<file path="src/rtl/two_pulses_gen.sv">
// Two-pulse sequence generator. It emits an x pulse, N y pulses and a second x pulse,
// optionally followed by a terminating y pulse, with a programmable idle gap between pulses.
module two_pulses_gen #(
  parameter int GAP_W = 4
) (
  input  logic             clk,
  input  logic             reset,
  input  logic             start_i,
  input  logic [1:0]       y_cnt_i,
  input  logic [GAP_W-1:0] gap_i,
  input  logic             term_i,
  input  logic             abort_i,
  output logic             x_o,
  output logic             y_o,
  output logic             ready_o,
  output logic             done_o
);

  typedef enum logic [2:0] {
    IDLE   = 3'd0,
    XFIRST = 3'd1,
    GAP    = 3'd2,
    YPULSE = 3'd3,
    XLAST  = 3'd4,
    YTERM  = 3'd5
  } state_t;

  localparam logic [GAP_W-1:0] GAP_ONE = GAP_W'(1);

  state_t           state_q, state_d;
  state_t           nxt_q, nxt_d;
  state_t           follow;
  logic             adv;
  logic [1:0]       pcnt_q, pcnt_d;
  logic [GAP_W-1:0] gap_q, gap_d;
  logic [GAP_W-1:0] gcnt_q, gcnt_d;
  logic             term_q, term_d;
  logic             done_d;
  logic             x_q, y_q, done_q;

  always_comb begin
    state_d = state_q;
    nxt_d   = nxt_q;
    pcnt_d  = pcnt_q;
    gap_d   = gap_q;
    gcnt_d  = gcnt_q;
    term_d  = term_q;
    done_d  = 1'b0;
    follow  = IDLE;
    adv     = 1'b0;

    case (state_q)
      IDLE: begin
        if (start_i) begin
          state_d = XFIRST;
          pcnt_d  = y_cnt_i;
          gap_d   = gap_i;
          term_d  = term_i;
        end
      end
      XFIRST: begin
        follow = (pcnt_q != 2'd0) ? YPULSE : XLAST;
        adv    = 1'b1;
      end
      YPULSE: begin
        // pcnt_q counts the y pulses still owed, including this one
        if (pcnt_q != 2'd0) pcnt_d = pcnt_q - 2'd1;
        follow = (pcnt_q > 2'd1) ? YPULSE : XLAST;
        adv    = 1'b1;
      end
      XLAST: begin
        if (term_q) begin
          follow = YTERM;
          adv    = 1'b1;
        end else begin
          state_d = IDLE;
          done_d  = 1'b1;
        end
      end
      YTERM: begin
        state_d = IDLE;
        done_d  = 1'b1;
      end
      GAP: begin
        if (gcnt_q == '0) state_d = nxt_q;
        else              gcnt_d  = gcnt_q - GAP_ONE;
      end
      default: state_d = IDLE;
    endcase

    // A non-final pulse either chains straight into the next one or parks in GAP
    if (adv) begin
      if (gap_q == '0) begin
        state_d = follow;
      end else begin
        state_d = GAP;
        gcnt_d  = gap_q - GAP_ONE;
        nxt_d   = follow;
      end
    end

    if (abort_i && (state_q != IDLE)) begin
      state_d = IDLE;
      done_d  = 1'b0;
    end
  end

  always_ff @(posedge clk) begin
    if (reset) begin
      state_q <= IDLE;
      nxt_q   <= IDLE;
      pcnt_q  <= '0;
      gap_q   <= '0;
      gcnt_q  <= '0;
      term_q  <= 1'b0;
      x_q     <= 1'b0;
      y_q     <= 1'b0;
      done_q  <= 1'b0;
    end else begin
      state_q <= state_d;
      nxt_q   <= nxt_d;
      pcnt_q  <= pcnt_d;
      gap_q   <= gap_d;
      gcnt_q  <= gcnt_d;
      term_q  <= term_d;
      x_q     <= (state_d == XFIRST) || (state_d == XLAST);
      y_q     <= (state_d == YPULSE) || (state_d == YTERM);
      done_q  <= done_d;
    end
  end

  assign x_o     = x_q;
  assign y_o     = y_q;
  assign done_o  = done_q;
  assign ready_o = (state_q == IDLE);

endmodule

</file>
<file path="config.mk">
export PLATFORM = sky130hd
export DESIGN_NAME = two_pulses_gen
export DESIGN_NICKNAME = d
export VERILOG_FILES = /design/src/rtl/two_pulses_gen.sv
export SDC_FILE = /design/constraint.sdc
export NUM_CORES = 1
export LEC_CHECK = 0
export ABC_CLOCK_PERIOD_IN_PS = 1800
export CAP_MARGIN = 25
export CORE_MARGIN = 2
export CORE_UTILIZATION = 40
export DETAILED_ROUTE_END_ITERATION = 8
export HOLD_SLACK_MARGIN = 0.02
export MAX_ROUTING_LAYER = met4
export RECOVER_POWER = 50
export SLEW_MARGIN = 20
export SYNTH_ARGS = -nofsm -noshare
export SYNTH_HDL_FRONTEND = slang
export SYNTH_SLANG_ARGS = --single-unit
</file>
<file path="constraint.sdc">
create_clock -name clk -period 1.8 [get_ports clk]
set_clock_uncertainty 0.1 [all_clocks]
set_input_delay 0.18 -clock clk [delete_from_list [all_inputs] [get_ports clk]]
set_output_delay 0.18 -clock clk [all_outputs]
set_load 0.05 [all_outputs]
</file>
==> results.yml <==
cts:
  htreeDepth: 1
  hold_buffers: 0
  numCtsBuffers: 3
  cts_tree: "yes"
  cts_sinks: 20
  clk-insertion-delay-late_ns: 0.30
  cts_root_buffer: "clkbuf_4"
  clock_path_buffers: 2
  path_clk_slew_ns: 0.11
placement:
  globalplace.congestion: 0.813
  dp.cells: 185
  dp_slack_ns: -0.263
  dpl_cell_area_um2: 1410
  io_buffer_count: 14
  place_hpwl_um: 1860
synthesis:
  yosysWarnings: 0
  synthesis.nets: 137
  avgSynthCellArea_um2: 8.73
  synthArstFlopShare: 0
  synth_area_um2: 1050
  ys.flop_type: "dfxtp_1"
  ys_seq_elements: 20
  synthCells: 120
  synth-edff-count: 0
  yosysUniqueCellTypes: 36
  seq_area_frac_synth: 0.382
worst_setup_path:
  critPathMaxFanout: 7
  cp.arrival_ns: 1.95
  reg2reg_depth: 4
  worstPathRequired_ns: 1.90
  crit_type: "reg2reg"
  startpoint_type: "flop"
  crit_path_end_kind: "flop"
layout:
  design_area_um2: 1590
  drive_above_1_share: 0.384
  nets: 182
  area_growth_pct: 51.9
  antenna_cells: 0
  final_cells: 194
routing:
  drc_errors: 0
  drt-initial-drc-count: 6
  num_vias: 1043
  first_pass_iters: 3
  drt-total-wl_um: 2600
  wl_per_cell_um: 13.4
  ant_nets: 0
  via_per_inst: 5.38
worst_hold_path:
  worstHoldPathCells: 3
  hp-class: "in2reg"
global_route:
  grt_pass1_wl_um: 4220
  grt_pass1_vias: 1011
  grt_max_degree: 15
  gr-total-overflow: 0
  track_usage: 0.200
  antenna_found_initial: 0
pwr:
  p_leak_nw: 0.601
  swShare: 0.400
  powerDensity_nw_per_um2: 1510
  p_clk_frac: 0.109
  irDropWorstVdd_v: 0.000923
  p_int_w: 0.00144
  switchingPower_w: 0.000964
  seqPwrFrac: 0.288
  pwr-share-comb: 0.603
timing:
  slew_headroom: 0.661
  setup_viol: 2
  max_freq_ghz: 0.541
  hold_viol: 0
  grt_setup_unrepaired: "true"
  fin_crit_sh: 1.03
  worst_slew_pin_slew_ns: 0.507
  fin_crit_ns: 1.85
  postLayoutSetupSlackWorst_ns: -0.0480
  final_max_slew_viol_count: 0
die:
  num_rows: 18
  num_io_pins: 15
  coreArea_um2: 2480
  die_x_um: 55.2
  initial_core_util: 0.423
  dieArea_um2: 3040
  die_h_um: 55.2
run:
  drv_cap: 0
run_status:
  status: "finished, violations left"
  failed_checks: "setup timing"
[worst max-delay path: stages, from the launching register on]
cell,delay [ns]
dfxtp_4,0.40
nor4bb_4,0.17
or3_4,0.38
or3_4,0.39
a2111oi_4,0.31
[kinds of logic (layout without fill, tap and decap cells)]
family,Yosys count,after routing,synth area share
compound gates,34,34,0.228
xor+xnor,3,3,0.0251
fa+ha+maj,6,6,0.0717
buf+inv,10,54,0.0358
flops,20,20,0.382
mux,1,1,0.0108
simple gates,46,46,0.246
[Yosys cell counts (all sizes together) (2+ instances only)]
library cell	n	area (um^2)
nand2	16	60.1
inv	9	33.8
a21boi	2	15.0
a2111oi	2	23.8
dfxtp	20	400
nand3b	2	15.0
nor2	8	30.0
a311oi	3	26.3
xnor2	3	26.3
nor3	5	25.0
or3	4	26.3
nor3b	2	20.0
o21ai	4	20.0
a21oi	11	55.1
a211oi	7	52.6
ha	6	75.1
[cells in the final DEF, fill, tap and decap left out, drive strengths merged, types with 5 or more instances in the layout]
master | synthesis | routed
buf | 0 | 26
dfxtp | 20 | 20
nand2 | 16 | 16
clkdlybuf4s50 | 0 | 13
a21oi | 11 | 11
nor2 | 8 | 8
inv | 9 | 8
a211oi | 7 | 7
ha | 6 | 6
clkbuf | 1 | 6
nor3 | 5 | 5
[metrics by stage]
step                hold WS [ns]  power, W   util  TNS (ns)
floorplan                  0.152   0.00139      -   -0.0746
global placement           0.344   0.00184  0.570    -0.260
detailed placement         0.355   0.00187  0.570    -0.419
CTS                        0.312   0.00231  0.623   -0.0933
global route               0.333   0.00258  0.642    -0.288
finish                     0.319   0.00241  0.642   -0.0936
[layout make-up]
class	count	area (um^2)
fillers	201	887
well taps	30	37.5
multi-input cells	90	722
repair buffers	41	348
flip-flops and latches	20	412
inverters	9	35.0
clock buffers	4	36.3
[worst paths after layout]
path / startpoint / to / slack, ns
worst max-delay path: state_q[2] / x_o / -0.05
worst min-delay path: gap_i[2] / gap_q[2] / 0.32
worst min register to register: nxt_q[1] / nxt_q[1] / 0.38
worst max register to register: state_q[2] / x_o / -0.05
[registers in the layout, indices dropped and copies added, names as in the netlist]
register / cells
gap_q: 4
pcnt_q: 2
y_o: 1
state_q: 3
nxt_q: 3
done_o: 1
gcnt_q: 4
term_q: 1
x_o: 1
[per-layer routing]
layer / part of all wire / track usage / up-vias
li1: - / - / 522
met1: 0.46 / 0.245 / 507
met2: 0.52 / 0.335 / 10
met3: 0.018 / 0.0296 / 4
met4: 0.0088 / 0.0691 / 0
met5: 0 / - / -
[power groups by stage]
stage / Sequential (W) / Clock [W] / Combinational [W]
final: 0.000693 / 0.000263 / 0.00145
after global routing: 0.000709 / 0.000293 / 0.00158
after CTS: 0.000681 / 0.000277 / 0.00135
after detailed placement: 0.000669 / 0 / 0.00120
after global placement: 0.000664 / 0 / 0.00117
after floorplan: 0.000701 / 0 / 0.000686
[timing repair]
| action | CTS | global route |
|---|---|---|
| resized for setup | 15 | 13 |
| hold endpoints to repair | 0 | 0 |
| endpoints found under the setup margin | 6 | 9 |
| pin swaps | 6 | 6 |
| cloned | 0 | 0 |
| buffers inserted | 5 | 0 |
Power figures use the tool's default switching activity.
